### src/rtl/uart_rx_os16.sv
// 8N1 UART receiver: 16x oversampling from a free-running divider, 3-sample majority vote per bit.
// Received bytes are handed to the CPU side as a level rx_valid, consumed by a one-cycle rx_ack.
module uart_rx_os16 #(
  parameter int CLK_DIV   = 326,
  parameter int DATA_BITS = 8
) (
  input  logic                 Sys_clk,
  input  logic                 reset,
  input  logic                 rx,
  input  logic                 rx_ack,
  output logic [DATA_BITS-1:0] rx_data,
  output logic                 rx_valid,
  output logic                 overrun,
  output logic                 frame_err,
  output logic                 busy
);

  localparam int DIV_W = (CLK_DIV > 1) ? $clog2(CLK_DIV) : 1;
  localparam int IDX_W = (DATA_BITS > 1) ? $clog2(DATA_BITS) : 1;

  localparam logic [1:0] S_IDLE  = 2'd0;
  localparam logic [1:0] S_START = 2'd1;
  localparam logic [1:0] S_DATA  = 2'd2;
  localparam logic [1:0] S_STOP  = 2'd3;

  logic                 rx_m_q, rx_s_q;
  logic [DIV_W-1:0]     div_q;
  logic                 tick;
  logic [1:0]           state_q, state_d;
  logic [3:0]           s_q, s_d;
  logic [IDX_W-1:0]     idx_q, idx_d;
  logic [DATA_BITS-1:0] shift_q, shift_d;
  logic                 smp7_q, smp7_d, smp8_q, smp8_d;
  logic                 maj;
  logic [DATA_BITS-1:0] data_q, data_d;
  logic                 valid_q, valid_d;
  logic                 ovr_q, ovr_d;
  logic                 ferr_q, ferr_d;

  // Divider is never re-phased on a start edge; start alignment error stays within one tick.
  assign tick = (div_q == DIV_W'(CLK_DIV - 1));
  assign maj  = (smp7_q & smp8_q) | (smp7_q & rx_s_q) | (smp8_q & rx_s_q);

  always_comb begin
    state_d = state_q;
    s_d     = s_q;
    idx_d   = idx_q;
    shift_d = shift_q;
    smp7_d  = smp7_q;
    smp8_d  = smp8_q;
    data_d  = data_q;
    valid_d = valid_q;
    ovr_d   = ovr_q;
    ferr_d  = 1'b0;

    if (rx_ack) begin
      valid_d = 1'b0;
      ovr_d   = 1'b0;
    end

    if (tick) begin
      if (s_q == 4'd7) smp7_d = rx_s_q;
      if (s_q == 4'd8) smp8_d = rx_s_q;

      case (state_q)
        S_IDLE: begin
          s_d = 4'd0;
          if (!rx_s_q) state_d = S_START;
        end
        S_START: begin
          s_d = s_q + 4'd1;
          if (s_q == 4'd9 && maj) begin
            state_d = S_IDLE;
            s_d     = 4'd0;
          end else if (s_q == 4'd15) begin
            state_d = S_DATA;
            idx_d   = '0;
          end
        end
        S_DATA: begin
          s_d = s_q + 4'd1;
          if (s_q == 4'd9) shift_d = {maj, shift_q[DATA_BITS-1:1]};
          if (s_q == 4'd15) begin
            if (idx_q == IDX_W'(DATA_BITS - 1)) state_d = S_STOP;
            else                                idx_d   = idx_q + 1'b1;
          end
        end
        default: begin
          s_d = s_q + 4'd1;
          // Leave at the stop-bit centre so the next start edge is never missed.
          if (s_q == 4'd9) begin
            state_d = S_IDLE;
            s_d     = 4'd0;
            if (maj) begin
              data_d  = shift_q;
              valid_d = 1'b1;
              if (valid_q && !rx_ack) ovr_d = 1'b1;
            end else begin
              ferr_d = 1'b1;
            end
          end
        end
      endcase
    end
  end

  always_ff @(posedge Sys_clk or posedge reset) begin
    if (reset) begin
      rx_m_q  <= 1'b1;
      rx_s_q  <= 1'b1;
      div_q   <= '0;
      state_q <= S_IDLE;
      s_q     <= 4'd0;
      idx_q   <= '0;
      shift_q <= '0;
      smp7_q  <= 1'b0;
      smp8_q  <= 1'b0;
      data_q  <= '0;
      valid_q <= 1'b0;
      ovr_q   <= 1'b0;
      ferr_q  <= 1'b0;
    end else begin
      rx_m_q  <= rx;
      rx_s_q  <= rx_m_q;
      div_q   <= tick ? '0 : div_q + 1'b1;
      state_q <= state_d;
      s_q     <= s_d;
      idx_q   <= idx_d;
      shift_q <= shift_d;
      smp7_q  <= smp7_d;
      smp8_q  <= smp8_d;
      data_q  <= data_d;
      valid_q <= valid_d;
      ovr_q   <= ovr_d;
      ferr_q  <= ferr_d;
    end
  end

  assign rx_data   = data_q;
  assign rx_valid  = valid_q;
  assign overrun   = ovr_q;
  assign frame_err = ferr_q;
  assign busy      = (state_q != S_IDLE);

endmodule

### config.mk
export PLATFORM = sky130hd
export DESIGN_NAME = uart_rx_os16
export DESIGN_NICKNAME = d
export VERILOG_FILES = /design/src/rtl/uart_rx_os16.sv
export SDC_FILE = /design/constraint.sdc
export NUM_CORES = 1
export LEC_CHECK = 0
export CAP_MARGIN = 0
export CORE_MARGIN = 8
export CORE_UTILIZATION = 31
export CTS_CLUSTER_SIZE = 30
export DETAILED_ROUTE_END_ITERATION = 7
export PLACE_DENSITY = 0.53
export SYNTH_ARGS = -nofsm -noshare
export SYNTH_HDL_FRONTEND = slang
export SYNTH_SLANG_ARGS = --single-unit
### constraint.sdc
create_clock -name Sys_clk -period 4.95 [get_ports Sys_clk]
set_clock_uncertainty 0.15 [all_clocks]
set_input_delay 0.7425 -clock Sys_clk [delete_from_list [all_inputs] [get_ports Sys_clk]]
set_output_delay 0.7425 -clock Sys_clk [all_outputs]
set_load 0.01 [all_outputs]
==> results of run 1 <==
## through the flow
step	util, %	setup slack (ns)	instances
after floorplan	-	3.115	150
after global placement	35.97	2.779	238
after detailed placement	35.97	2.699	238
after CTS	37.33	2.453	246
after global routing	37.33	2.390	246
final	37.33	2.470	246
## placed cells by master, fill, tap and decap left out, drive strengths merged, types with 3 or more instances in the layout
master	instances
clkdlybuf4s50	15
dfrtp	39
nand2	7
nor2	8
xnor2	4
ha	7
xor2	3
inv	6
nand3	9
clkbuf	8
mux2	21
and3	7
o21ai	5
nand2b	5
## path summary, 6_finish.rpt
path                       startpoint         end  slack [ns]  cells after the start
setup / recovery           state_q[1]        busy        2.47                      2
hold / removal                 rx_m_q      rx_s_q        0.21                      0
setup reg to reg             div_q[1]  rx_data[0]        2.73                      6
hold reg to reg                rx_m_q      rx_s_q        0.21                      0
max in group asynchronous       reset      rx_s_q        3.56                      3
min in group asynchronous       reset  shift_q[7]        0.73                      3
## power breakdown
group | internal (mW) | total (mW) | switching [mW]
registers | 0.336 | 0.337 | 0.000566
logic | 0.00302 | 0.00972 | 0.00670
clock network | 0.100 | 0.205 | 0.105
## area by class of cell
cell class,instances,area [sq um],area share [%]
clock buffer,8,80.08,3.645
inverter,6,22.52,1.025
multi-input combinational,100,814.5,37.07
sequential,41,1028,46.81
tap,75,93.84,4.271
timing repair buffer,16,157.7,7.175
## routing by layer
metal,GRT usage [%],vias up
li1,-,567
met1,9.620,566
met3,3.197,7
met5,0,-
met4,5.945,0
met2,13.59,22
## logic make-up after synthesis
| kind of cell | synth area share, % |
|---|---|
| AOI/OAI and AO/OA | 4.781 |
| xor gates and xnor gates | 3.254 |
| adders and majority gates | 5.179 |
| buffers and inverters | 2.191 |
| DFF | 54.58 |
| muxes | 12.55 |
| and+or+nand+nor | 17.46 |
## flip-flops by register name (all words and copies together) (netlist names), 2 cells and up
register  count
div_q         9
shift_q       8
s_q           4
rx_data       8
state_q       2
idx_q         3
==> flow_summary.rst, run 1 <==
.. list-table::
   :header-rows: 1

   * - Metric
     - Value
   * - Yosys Warn Count
     - 0
   * - Count of buffer and inverter cells on the critical path
     - 1
   * - Slew @ Worst Pin
     - 0.5964 ns
   * - Kind of end point of the critical path
     - output pin
   * - Site Rows
     - 28
   * - Final antenna diode count
     - 0
   * - Final Max Slew Viols
     - 0
   * - DRC violation count after routing
     - 0
   * - Worst-case headroom to the max-slew limit
     - 60.24%
   * - Number of nets with antenna violations after detailed routing
     - 0
   * - Core region area
     - 0.005886 sq mm
   * - Most instantiated flip-flop cell in the synthesis netlist
     - sky130_fd_sc_hd__dfrtp_1
   * - Via count of the first global-routing pass
     - 1243
   * - First-pass GRT wire length
     - 5913 um
   * - CP max-delay cell
     - sky130_fd_sc_hd__dfrtp_1
   * - Final routed wire length divided by cell count
     - 13.46 um
   * - Status
     - finished clean
   * - Buffer type at the clock tree root
     - sky130_fd_sc_hd__clkbuf_8
   * - Antenna violations before repair
     - 0
   * - Width of the die
     - roughly 94 um
   * - Overall power after layout
     - 551.5 uW
   * - Mean Syn Cell Area
     - 12.56 sq um
   * - Maximum fanout count along the critical path
     - 13
   * - Largest net degree at the start of global routing
     - 42
   * - CTS tree
     - built
   * - Detailed-route vias per instance
     - 4.724
   * - Ordered cell list for the critical path
     - or2_2 -> clkdlybuf4s50_1
   * - Setup TNS
     - 0 ns
   * - Global router's overall resource usage
     - 8.678%
   * - Placed instance area
     - 0.002117 sq mm
   * - Sum of overflow across all layers after global routing
     - 0
   * - Synthesized net count
     - 161
   * - Setup-failing EPs final
     - 0
   * - Port Buf Inserts
     - 15
   * - Synthesized area
     - 0.001884 sq mm
   * - Number of enable-type register cells in the synthesized netlist
     - 0
   * - Met2 wire length
     - 1571 um
   * - CTS Hold Bufs
     - 0
   * - Starting utilization of the core area
     - approximately a third
   * - Number of search-and-repair iterations in the first detailed-routing pass
     - 4
   * - Setup repair after global routing missed its margin
     - false
   * - Number of cells produced by synthesis
     - 150
   * - Count of max-cap constraint violations
     - 0
   * - Tmin final
     - 2.480 ns
   * - Setup repair bufs after CTS
     - 0
   * - Count of cells resized by post-cts repair
     - 0
   * - Die Ht
     - between 90 and 100 um
   * - Number of placed I/O pins
     - 16
   * - Die area
     - 0.008829 sq mm
   * - Register area share after synthesis
     - 54.58%
   * - Worst-case vdd ir drop
     - about 0.08 mV
   * - Number of different library cells in the post-synthesis netlist
     - 40
   * - Final hold slack
     - 0.2113 ns
   * - Flops & latches, synth
     - 41
   * - Total power density per cell area
     - 251.0 mW/mm^2
   * - Iter 0 DRT Violations
     - slightly above 80
   * - Reported leakage power
     - 1.012 nW
   * - Crit path DAT
     - 1.59 ns
   * - CTS HTree Levels
     - 2
   * - Fill cell instance count of the final layout
     - 570
   * - Final cell area excluding filler cells
     - approximately 0.0022 sq mm
   * - Area contributors post-synth
     - sky130_fd_sc_hd__dfrtp_1, sky130_fd_sc_hd__mux2_2, sky130_fd_sc_hd__ha_1
   * - Worst Hold Class
     - reg2reg
   * - HPWL after detailed placement
     - 2380 um
   * - Number of buffers created by CTS
     - 5
   * - Final worst-path cycle share
     - between 50% and 60%
   * - Total length of routed met3 wires
     - 164 um
   * - Final nets
     - 181
   * - Final hold violation count
     - 0
   * - Total vias in the final route
     - 1162
   * - Worst setup SP type
     - register
   * - Worst setup path class
     - reg2out
   * - Drt total wl
     - 3311 um
   * - Metal-1 WL
     - 1480 um
   * - Clock Tree Buf Depth
     - 2
   * - Weighted congestion reported at the end of routability-driven placement
     - 0.7979
   * - Leading cell types by count after synthesis
     - sky130_fd_sc_hd__dfrtp_1, sky130_fd_sc_hd__mux2_2, sky130_fd_sc_hd__nor2_1
   * - Required time reported for the critical path endpoint
     - 4.06 ns
   * - Share of cells above drive strength 1
     - 21.05%
   * - Worst-Skew Late Latency
     - a little under 0.3 ns
   * - Maximum cell stage delay along the critical path
     - 0.50 ns
   * - Cell type group with the largest total delay on the critical path
     - flip-flops
   * - Fraction of post-synthesis cell area in the top cell type by area
     - 51.79%
   * - Fmax
     - 403.2 MHz
   * - Uppermost signal routing layer after detailed routing
     - met4
   * - Clock Sinks
     - 41
   * - P&R area growth vs syn
     - 16.60%
   * - Dominant cell type by area after synthesis
     - sky130_fd_sc_hd__dfrtp_1
   * - Top-count cell post-synth
     - sky130_fd_sc_hd__dfrtp_1
   * - Async set-or-reset flop fraction in the synthesized netlist
     - 100.0%
   * - Clock-pin slew reported for the worst setup and hold paths after clock tree synthesis
     - 0.07 ns
(Power assumes the default switching activity.)
==> run 2, diff against run 1 <==
--- a/config.mk
+++ b/config.mk
@@ -10,7 +10,7 @@
 export CORE_UTILIZATION = 31
 export CTS_CLUSTER_SIZE = 30
 export DETAILED_ROUTE_END_ITERATION = 7
-export PLACE_DENSITY = 0.53
+export PLACE_DENSITY = 0.55
 export SYNTH_ARGS = -nofsm -noshare
 export SYNTH_HDL_FRONTEND = slang
 export SYNTH_SLANG_ARGS = --single-unit
==> constraint.sdc (replaced) <==
create_clock -name Sys_clk -period 2.1 [get_ports Sys_clk]
set_clock_uncertainty 0.15 [all_clocks]
set_input_delay 0.315 -clock Sys_clk [delete_from_list [all_inputs] [get_ports Sys_clk]]
set_output_delay 0.315 -clock Sys_clk [all_outputs]
set_load 0.01 [all_outputs]
==> run 2 against run 1 <==
  * Worst setup slack lost 2.4 ns
  * Largest cell class unchanged
  * Sequential cell count stayed put
  * Non-clock buffer count up 2
  * Count of clock-buffer cells in the layout is 2 lower
  * Combinational power is 140% higher
  * Via count is 0.52% lower
  * Register-to-register slack got worse by 2.6 ns
==> flow_summary.rst, run 2 (synthesized netlist as in run 1, its figures left out) <==
.. list-table::
   :header-rows: 1

   * - Metric
     - Value
   * - Fmax
     - 500.7 MHz
   * - Share of total power in the clock network
     - 39.7%
   * - Final worst-path cycle share
     - 95.11%
   * - Clock Sinks
     - 41
   * - Width of the die
     - 93.97 um
   * - Sequential share of power
     - 58.6%
   * - Share of cells above drive strength 1
     - 24.28%
   * - Overall power after layout
     - about 1.4 mW
   * - Antenna violations before repair
     - 0
   * - CTS Hold Bufs
     - 0
   * - Sum of overflow across all layers after global routing
     - 0
   * - Final nets
     - around 180
   * - P&R area growth vs syn
     - 18.33%
   * - Largest net degree at the start of global routing
     - 42
   * - Final standard cell count with taps included and fillers excluded
     - 248
   * - Final Max Slew Viols
     - 0
   * - Number of flip-flops in the largest register
     - 9
   * - Worst setup path class
     - reg2out
   * - Ordered cell list for the critical path
     - or2_2 -> clkdlybuf4s50_1
   * - Tmin final
     - 1.997 ns
   * - Iter 0 DRT Violations
     - between 40 and 50
   * - Worst Hold Class
     - reg2reg
   * - First-pass GRT wire length
     - 5789 um
   * - Die area
     - 0.008829 sq mm
   * - P_int
     - 1.066 mW
   * - Number of search-and-repair iterations in the first detailed-routing pass
     - 4
   * - HPWL after detailed placement
     - 2382 um
   * - Final hold violation count
     - 0
   * - Final routed wire length divided by cell count
     - roughly 13 um
   * - Largest register by flop count
     - div_q
   * - Worst-Skew Late Latency
     - 0.29 ns
   * - DRC violation count after routing
     - 0
   * - Buffer type at the clock tree root
     - sky130_fd_sc_hd__clkbuf_8
   * - Worst-case vdd ir drop
     - about 0.25 mV
   * - Final antenna diode count
     - 0
   * - Global router's overall resource usage
     - 8.177%
   * - Count of max-cap constraint violations
     - 0
   * - Count of cells resized by post-cts repair
     - 0
   * - Number of placed I/O pins
     - 16
   * - Final cell area excluding filler cells
     - 0.002230 sq mm
   * - Most frequent cells in the layout
     - sky130_fd_sc_hd__dfrtp_1, sky130_fd_sc_hd__mux2_2, sky130_fd_sc_hd__clkdlybuf4s50_1, sky130_fd_sc_hd__nor2_1
   * - Internal reg-to-reg setup slack
     - 0.16 ns
   * - Crit path DAT
     - approximately 1.5 ns
   * - Switching power
     - 289.0 uW
   * - Worst setup SP type
     - register
   * - Number of buffers created by CTS
     - 5
   * - Setup TNS
     - 0 ns
   * - Number of nets with antenna violations after detailed routing
     - 0
   * - Drt total wl
     - 3247 um
   * - Total power density per cell area
     - 607.6 mW/mm^2
   * - Starting utilization of the core area
     - approximately a third
   * - CTS HTree Levels
     - 2
   * - Final hold slack
     - 0.2108 ns
   * - Core region area
     - 0.005886 sq mm
   * - Slew @ Worst Pin
     - just over 0.5 ns
   * - Setup repair after global routing missed its margin
     - false
   * - Detailed-route vias per instance
     - around 4.7
   * - Worst-case headroom to the max-slew limit
     - 65.88%
   * - Placed instance area
     - about 0.0021 sq mm
   * - Setup repair bufs after CTS
     - 0
   * - Maximum cell stage delay along the critical path
     - 0.48 ns
   * - Via count of the first global-routing pass
     - ~1300
   * - Clock-pin slew reported for the worst setup and hold paths after clock tree synthesis
     - approximately 0.080 ns
   * - Status
     - finished clean
   * - CP max-delay cell
     - sky130_fd_sc_hd__dfrtp_2
   * - Setup-failing EPs final
     - 0
   * - Total vias in the final route
     - 1156
   * - Port Buf Inserts
     - 15
   * - Kind of end point of the critical path
     - output pin
   * - Site Rows
     - 28
   * - Placed Cells incl. Taps
     - between 200 and 250
   * - Combinational power share
     - 1.7%
   * - Maximum fanout count along the critical path
     - 13
   * - CTS tree
     - built
   * - Sw Ratio
     - 21.33%
   * - Most common cell after layout, fill and taps aside
     - sky130_fd_sc_hd__dfrtp_1
   * - Clock Tree Buf Depth
     - 2
   * - Die Ht
     - 93.97 um
   * - Reported leakage power
     - 1.033 nW
   * - Required time reported for the critical path endpoint
     - 1.63 ns
   * - Weighted congestion reported at the end of routability-driven placement
     - just under 0.8
[run 2: cell type report]
| class | count | area, sq um |
|---|---|---|
| Tap cell | 75 | 93.84 |
| Multi-Input combinational cell | 100 | 814.5 |
| Clock inverter | 2 | 13.76 |
| Fill cell | 570 | 3656 |
| Timing Repair Buffer | 18 | 172.7 |
| Inverter | 6 | 22.52 |
| Sequential cell | 41 | 1030 |
| Clock buffer | 6 | 82.58 |
[run 2: worst max-delay path, delay by kind of cell (launching register included)]
family | cells | cell delay, ns
buf+inv | 1 | 0.48
flops | 1 | 0.48
simple gates | 1 | 0.29
[run 2: final timing paths]
path,depth (start not counted),start,end
worst min-delay path,0,rx_m_q,rx_s_q
worst min register to register,0,rx_m_q,rx_s_q
min in group asynchronous,3,reset,shift_q[4]
max in group asynchronous,3,reset,state_q[1]
worst max-delay path,2,state_q[1],busy
worst max register to register,4,div_q[5],shift_q[4]
[run 2: per-layer routing]
metal / GRT usage (%) / part of all wire [%]
met5: 0 / 0
met3: 1.918 / 3.2
met4: 5.152 / 2.3
met2: 13.89 / 51
met1: 8.999 / 44
[run 2: metrics by stage]
stage | setup WS (ns) | util (%)
after floorplan | 0.3040 | -
after global placement | 0.1547 | 36.22
after detailed placement | 0.1030 | 36.22
after CTS | 0.03033 | 37.86
after global routing | 0.02972 | 37.88
final | 0.1026 | 37.88
[run 2: power groups by stage]
stage / combinational [mW] / sequential [mW] / clock [mW]
floorplan: 0.0128 / 0.809 / 0
global placement: 0.0245 / 0.809 / 0
detailed placement: 0.0253 / 0.809 / 0
CTS: 0.0254 / 0.794 / 0.566
global route: 0.0277 / 0.794 / 0.596
finish: 0.0232 / 0.794 / 0.538
